$ cat src/rtl/sigmacore_pkg.sv
// Shared types and widths for the SigmaCore writeback stage.
package sigmacore_pkg;

  localparam int XLEN = 32;

  typedef enum logic [1:0] {
    WB_ALU  = 2'd0,
    WB_MEM  = 2'd1,
    WB_PC4  = 2'd2,
    WB_NONE = 2'd3
  } wb_sel_e;

  typedef enum logic [1:0] {
    SZ_BYTE = 2'd0,
    SZ_HALF = 2'd1,
    SZ_WORD = 2'd2
  } mem_size_e;

  typedef enum logic [1:0] {
    IDLE     = 2'd0,
    WAIT_MEM = 2'd1,
    WRITE    = 2'd2
  } wb_state_e;

endpackage

$ cat src/rtl/load_aligner.sv
// Combinational load lane select, sign/zero extension and misalignment detect.
// Size encoding 3 is not a legal load size and is treated like a word.
module load_aligner
  import sigmacore_pkg::*;
#(
  parameter int XLEN = sigmacore_pkg::XLEN
) (
  input  logic [XLEN-1:0] raw_i,
  input  logic [1:0]      size_i,
  input  logic            unsigned_i,
  input  logic [1:0]      offset_i,
  output logic [XLEN-1:0] data_o,
  output logic            misaligned_o
);

  logic [7:0]  byte_lane;
  logic [15:0] half_lane;
  logic        sign_bit;

  always_comb begin
    byte_lane    = raw_i[8*offset_i +: 8];
    half_lane    = offset_i[1] ? raw_i[31:16] : raw_i[15:0];
    sign_bit     = 1'b0;
    data_o       = raw_i;
    misaligned_o = 1'b0;
    case (mem_size_e'(size_i))
      SZ_BYTE: begin
        sign_bit = ~unsigned_i & byte_lane[7];
        data_o   = {{(XLEN-8){sign_bit}}, byte_lane};
      end
      SZ_HALF: begin
        sign_bit     = ~unsigned_i & half_lane[15];
        data_o       = {{(XLEN-16){sign_bit}}, half_lane};
        misaligned_o = offset_i[0];
      end
      default: begin
        data_o       = raw_i;
        misaligned_o = (offset_i != 2'd0);
      end
    endcase
  end

endmodule

$ cat src/rtl/writeback_stage.sv
// SigmaCore writeback: load wait/alignment, register-file write port, instret.
// Optional decode bypass mirror enabled by SIGMACORE_WB_BYPASS_EN.
module writeback_stage
  import sigmacore_pkg::*;
#(
  parameter int XLEN  = sigmacore_pkg::XLEN,
  parameter int CNT_W = 64
) (
  input  logic             clk,
  input  logic             reset,
  input  logic             in_valid,
  output logic             in_ready,
  input  logic [4:0]       in_rd_addr,
  input  logic [1:0]       in_wb_sel,
  input  logic [XLEN-1:0]  in_alu_result,
  input  logic [XLEN-1:0]  in_pc_plus4,
  input  logic [1:0]       in_mem_size,
  input  logic             in_mem_unsigned,
  input  logic [1:0]       in_byte_offset,
  input  logic             mem_rsp_valid,
  input  logic [XLEN-1:0]  mem_rsp_data,
  output logic [4:0]       rf_write_addr,
  output logic [XLEN-1:0]  rf_write_data,
  output logic             rf_write_enable,
  output logic             misalign_err,
  output logic [CNT_W-1:0] instret,
  output logic             byp_valid,
  output logic [4:0]       byp_addr,
  output logic [XLEN-1:0]  byp_data
);

  wb_state_e        state_q, state_d;
  logic [4:0]       rd_q, rd_d;
  logic [1:0]       size_q, size_d;
  logic             uns_q, uns_d;
  logic [1:0]       off_q, off_d;
  logic             we_q, we_d;
  logic             mis_q, mis_d;
  logic [4:0]       addr_q, addr_d;
  logic [XLEN-1:0]  data_q, data_d;
  logic [CNT_W-1:0] instret_q, instret_d;

  logic [XLEN-1:0]  ld_data;
  logic             ld_mis;
  wb_sel_e          sel_in;

  load_aligner #(.XLEN(XLEN)) u_aligner (
    .raw_i        (mem_rsp_data),
    .size_i       (size_q),
    .unsigned_i   (uns_q),
    .offset_i     (off_q),
    .data_o       (ld_data),
    .misaligned_o (ld_mis)
  );

  assign in_ready = (state_q != WAIT_MEM);
  assign sel_in   = wb_sel_e'(in_wb_sel);

  // Non-loads register their write at the accept edge so the write port is
  // live in the very next cycle; loads do the same at the response edge.
  always_comb begin
    state_d   = state_q;
    rd_d      = rd_q;
    size_d    = size_q;
    uns_d     = uns_q;
    off_d     = off_q;
    we_d      = 1'b0;
    mis_d     = 1'b0;
    addr_d    = addr_q;
    data_d    = data_q;
    instret_d = instret_q;
    case (state_q)
      WAIT_MEM: begin
        if (mem_rsp_valid) begin
          state_d = WRITE;
          addr_d  = rd_q;
          data_d  = ld_data;
          mis_d   = ld_mis;
          we_d    = ~ld_mis && (rd_q != 5'd0);
          if (!ld_mis) instret_d = instret_q + CNT_W'(1);
        end
      end
      default: begin
        if (in_valid) begin
          rd_d   = in_rd_addr;
          size_d = in_mem_size;
          uns_d  = in_mem_unsigned;
          off_d  = in_byte_offset;
          if (sel_in == WB_MEM) begin
            state_d = WAIT_MEM;
          end else begin
            state_d   = WRITE;
            addr_d    = in_rd_addr;
            data_d    = (sel_in == WB_PC4) ? in_pc_plus4 : in_alu_result;
            we_d      = (in_rd_addr != 5'd0) && (sel_in != WB_NONE);
            instret_d = instret_q + CNT_W'(1);
          end
        end else begin
          state_d = IDLE;
        end
      end
    endcase
  end

  always_ff @(posedge clk) begin
    if (reset) begin
      state_q   <= IDLE;
      rd_q      <= '0;
      size_q    <= '0;
      uns_q     <= 1'b0;
      off_q     <= '0;
      we_q      <= 1'b0;
      mis_q     <= 1'b0;
      addr_q    <= '0;
      data_q    <= '0;
      instret_q <= '0;
    end else begin
      state_q   <= state_d;
      rd_q      <= rd_d;
      size_q    <= size_d;
      uns_q     <= uns_d;
      off_q     <= off_d;
      we_q      <= we_d;
      mis_q     <= mis_d;
      addr_q    <= addr_d;
      data_q    <= data_d;
      instret_q <= instret_d;
    end
  end

  assign rf_write_enable = we_q;
  assign rf_write_addr   = addr_q;
  assign rf_write_data   = data_q;
  assign misalign_err    = mis_q;
  assign instret         = instret_q;

`ifdef SIGMACORE_WB_BYPASS_EN
  assign byp_valid = we_q;
  assign byp_addr  = addr_q;
  assign byp_data  = data_q;
`else
  assign byp_valid = 1'b0;
  assign byp_addr  = '0;
  assign byp_data  = '0;
`endif

endmodule
$ cat config.mk
export PLATFORM = sky130hd
export DESIGN_NAME = writeback_stage
export DESIGN_NICKNAME = d
export VERILOG_FILES = /design/src/rtl/sigmacore_pkg.sv /design/src/rtl/load_aligner.sv /design/src/rtl/writeback_stage.sv
export SDC_FILE = /design/constraint.sdc
export NUM_CORES = 1
export LEC_CHECK = 0
export CORE_MARGIN = 1.5
export CORE_UTILIZATION = 40
export DETAILED_ROUTE_END_ITERATION = 12
export PLACE_DENSITY_LB_ADDON = 0.08
export SLEW_MARGIN = 20
export SYNTH_ARGS = -nofsm -noshare
export SYNTH_HDL_FRONTEND = slang
export SYNTH_SLANG_ARGS = --single-unit
$ cat constraint.sdc
create_clock -name clk -period 4.2 [get_ports clk]
set_clock_uncertainty 0.2 [all_clocks]
set_input_delay 0.63 -clock clk [delete_from_list [all_inputs] [get_ports clk]]
set_output_delay 0.63 -clock clk [all_outputs]
set_load 0.01 [all_outputs]
==> metrics.md <==
| Metric | Value |
|---|---|
| Status | `finished, final reports clean` |
| Final Cycle Share | `0.667` |
| Via density | `about 5.4` |
| Area Overhead vs Synth | `40.3%` |
| F_max | `about 0.36 GHz` |
| CTS tree | `built` |
| Worst Path Arrival | `2950 ps` |
| Final antenna-violating net count | `0` |
| Number of synthesized flops with an enable pin | `0` |
| Area share of the largest cell type after synthesis | `0.347` |
| Top FF cell, synth | `dfxtp_1` |
| Synthesized flop and latch total | `~120` |
| Die Y | `between 100 and 150 µm` |
| Minimum clock period | `~2800 ps` |
| RePlAce Congestion | `between 0.8 and 0.9` |
| Initial antenna violation count | `0` |
| DR DRC count | `0` |
| Fill count | `between 1500 and 2000` |
| Hold-fix buffers, CTS | `0` |
| Endpoint class of the critical path | `register` |
| Place WS | `984 ps` |
| CTS Sinks | `115` |
| Final worst slack | `1400 ps` |
| Syn Inst Count | `between 800 and 900` |
| Maximum VDD drop | `between 0.0002 and 0.0003 V` |
| Largest family of logic cells by synthesized area | `simple AND/OR/NAND/NOR gates` |
| Unique masters post-synth | `between 60 and 70` |
| Synthesized area | `around 6600 µm²` |
| Root buf cell | `clkbuf_16` |
| Starting Density | `0.414` |
| Setup violators final | `0` |
| Die area | `17400 µm²` |
| Clock Path Buffers | `2` |
| Final wirelength | `21100 µm` |
| CTS Buf Count | `17` |
| First-pass GRT wire length | `between 30000 and 40000 µm` |
| Fin util | `0.581` |
| Port-buffer cells | `around 220` |
| Design area | `9320 µm²` |
| Layout cells sized above 1 | `0.0631` |
| Critical Path RT | `4340 ps` |
| Core Region | `between 15000 and 20000 µm²` |
| Internal power | `about 0.0023 W` |
| RSZ-0062 raised after global routing | `no` |
| Simple logic cell fraction of the synthesized area | `0.293` |
| CP max FO | `34` |
| XOR/XNOR Fraction of Synth Area | `0.0224` |
| Reg clk slew, reported paths | `~50 ps` |
| Most frequent cell after synthesis | `nand2_1` |
| Postcts setup bufs | `0` |
| Worst slew margin | `0.290` |
| Drt first pass iters | `5` |
| DR WL/cell | `around 17 µm` |
| PwrDens | `326 nW/µm²` |
| Worst setup SP type | `register` |
| Final HPWL DP | `15400 µm` |
| Sw power | `0.000752 W` |
| Placed cell area | `a little under 9000 µm²` |
| Asr flop ratio synth | `0` |
| Hold WC Path Type | `reg2reg` |
| Standard-cell row count | `46` |
| Seq/Total Area, Yosys | `0.347` |
| 1st-iter DRT viols | `480` |
| Clock network fraction of total power | `0.472` |
| Largest net degree at the start of global routing | `50` |
| Setup_tns | `0 ps` |
| Cts repair resizes | `0` |
| Mean Syn Cell Area | `approximately 7.6 µm²` |
| Ports | `approximately 250` |
| Worst hold slack | `around 260 ps` |
| Yosys Warn Count | `0` |
| Setup Crit Path Kind | `reg2reg` |
| Comb power frac | `0.145` |
| Mux cell area share after synthesis | `0.0271` |
| Final Hold Fails | `0` |
| Clock latency on the worst-skew pair | `between 400 and 500 ps` |
| Seq pwr share | `0.383` |
| Vias | `between 6000 and 7000` |
| Layout Nets | `around 1200` |
| Ant diodes | `0` |
| GRT Overall Usage | `0.238` |
| Area share of fa/ha/maj cells after synthesis | `0.00188` |
| Multi-input logic area | `between 3000 and 4000 µm²` |
| Final Max Tran Viols | `0` |
| Reg area | `between 2000 and 2500 µm²` |
| Compound-Gate Fraction of Synth Area | `0.211` |
| Max-cap violations | `0` |
| Lkg Pwr | `3.26 nW` |
| Sw Share | `0.248` |
| H-tree depth | `4` |
| Area leader, netlist | `dfxtp_1` |
| Area contributors post-synth | `dfxtp_1 (35%), nand2_1 (8.0%), a21oi_1 (6.6%)` |
| Top post-synthesis cells by count | `nand2_1 (142), dfxtp_1 (115), a21oi_1 (87)` |
| Worst Tran Pin Value | `between 1000 and 1500 ps` |
| Vias in the first global route | `6233` |
| GRT overflow | `0` |
| Die width | `about 130 µm` |
==> layout by cell type, fill, tap and decap left out, types with 4 or more instances in the layout <==
| cell | synthesis | final |
|---|---|---|
| a211oi_1 | 15 | 15 |
| a21oi_1 | 87 | 87 |
| a221o_1 | 8 | 8 |
| a311oi_1 | 5 | 5 |
| a31oi_1 | 8 | 8 |
| and2_1 | 5 | 5 |
| and3_1 | 6 | 6 |
| and4_1 | 11 | 11 |
| buf_4 | 42 | 15 |
| clkbuf_16 | 0 | 17 |
| clkbuf_8 | 0 | 8 |
| clkdlybuf4s50_1 | 0 | 214 |
| conb_1 | 1 | 38 |
| dfxtp_1 | 115 | 115 |
| inv_1 | 18 | 18 |
| mux2_1 | 5 | 5 |
| mux2i_1 | 9 | 9 |
| nand2_1 | 142 | 142 |
| nand3_1 | 21 | 21 |
| nand4_1 | 25 | 25 |
| nor2_1 | 58 | 58 |
| nor2b_1 | 9 | 7 |
| nor3_1 | 32 | 32 |
| o2111ai_1 | 4 | 4 |
| o21ai_0 | 34 | 34 |
| o21ai_1 | 13 | 13 |
| o221ai_1 | 8 | 8 |
| o31ai_1 | 20 | 20 |
| o41ai_1 | 6 | 6 |
| or3_1 | 12 | 12 |
| or4_1 | 24 | 24 |
| xnor2_1 | 14 | 14 |
==> path summary, 6_finish.rpt <==
| kind | start | depth (start not counted) | slack (ps) | endpoint |
|---|---|---|---|---|
| hold reg to reg | rf_write_data[15]$_SDFFE_PP0P_ | 2 | 260 | rf_write_data[15]$_SDFFE_PP0P_ |
| setup / recovery | state_q[0]$_SDFFE_PP0P_ | 6 | 1400 | instret[41]$_SDFFE_PP0P_ |
| hold / removal | rf_write_data[15]$_SDFFE_PP0P_ | 2 | 260 | rf_write_data[15]$_SDFFE_PP0P_ |
| setup reg to reg | state_q[0]$_SDFFE_PP0P_ | 6 | 1400 | instret[41]$_SDFFE_PP0P_ |
==> final cells by class <==
| type | instances | area share |
|---|---|---|
| Timing Repair Buffer | 229 | 0.242 |
| Tap cell | 216 | 0.0290 |
| Multi-Input combinational cell | 667 | 0.412 |
| Inverter | 19 | 0.00765 |
| Clock buffer | 28 | 0.0586 |
| Clock inverter | 3 | 0.00429 |
| Sequential cell | 115 | 0.247 |
==> power by group through the flow <==
stage	Clock (W)	Combinational (W)	Sequential [W]
after floorplan	0	0.000218	0.00119
after global placement	0	0.000440	0.00119
after detailed placement	0	0.000440	0.00118
after CTS	0.00145	0.000441	0.00116
after global routing	0.00151	0.000480	0.00117
final	0.00143	0.000440	0.00116
==> critical path, stage by stage, from the launching register on <==
cell       delay [ps]
dfxtp_1           290
nor2b_2           150
buf_4             390
and4_1            500
o2111ai_1         490
or4_1             550
a21oi_1           140
==> kinds of logic after synthesis <==
group	count (synthesis)
adders and majority gates	1
muxes	16
buffers and inverters	124
xor gates and xnor gates	17
DFF	115
and+or+nand+nor	373
AOI/OAI and AO/OA	222
other	1
==> sequential cells by signal, indices dropped and copies added, names as in the netlist <==
name             flops
rf_write_addr        5
off_q                2
uns_q                1
rf_write_enable      1
instret             64
size_q               2
rf_write_data       32
rd_q                 5
misalign_err         1
state_q              2
==> per-layer routing <==
layer / vias to the layer above / GRT usage / wire (µm)
met4: 0 / 0.0691 / 297
met5: - / 0 / 0
li1: 3438 / - / -
met1: 3181 / 0.296 / 9240
met3: 22 / 0.0642 / 1370
met2: 238 / 0.402 / 10200
==> through the flow <==
step	cells	total power, W
2_1_floorplan	906	0.00141
3_3_place_gp	1246	0.00163
3_5_place_dp	1246	0.00162
4_1_cts	1277	0.00306
5_1_grt	1277	0.00316
6_report	1277	0.00304
No activity file was read; power rests on OpenSTA's default activity.
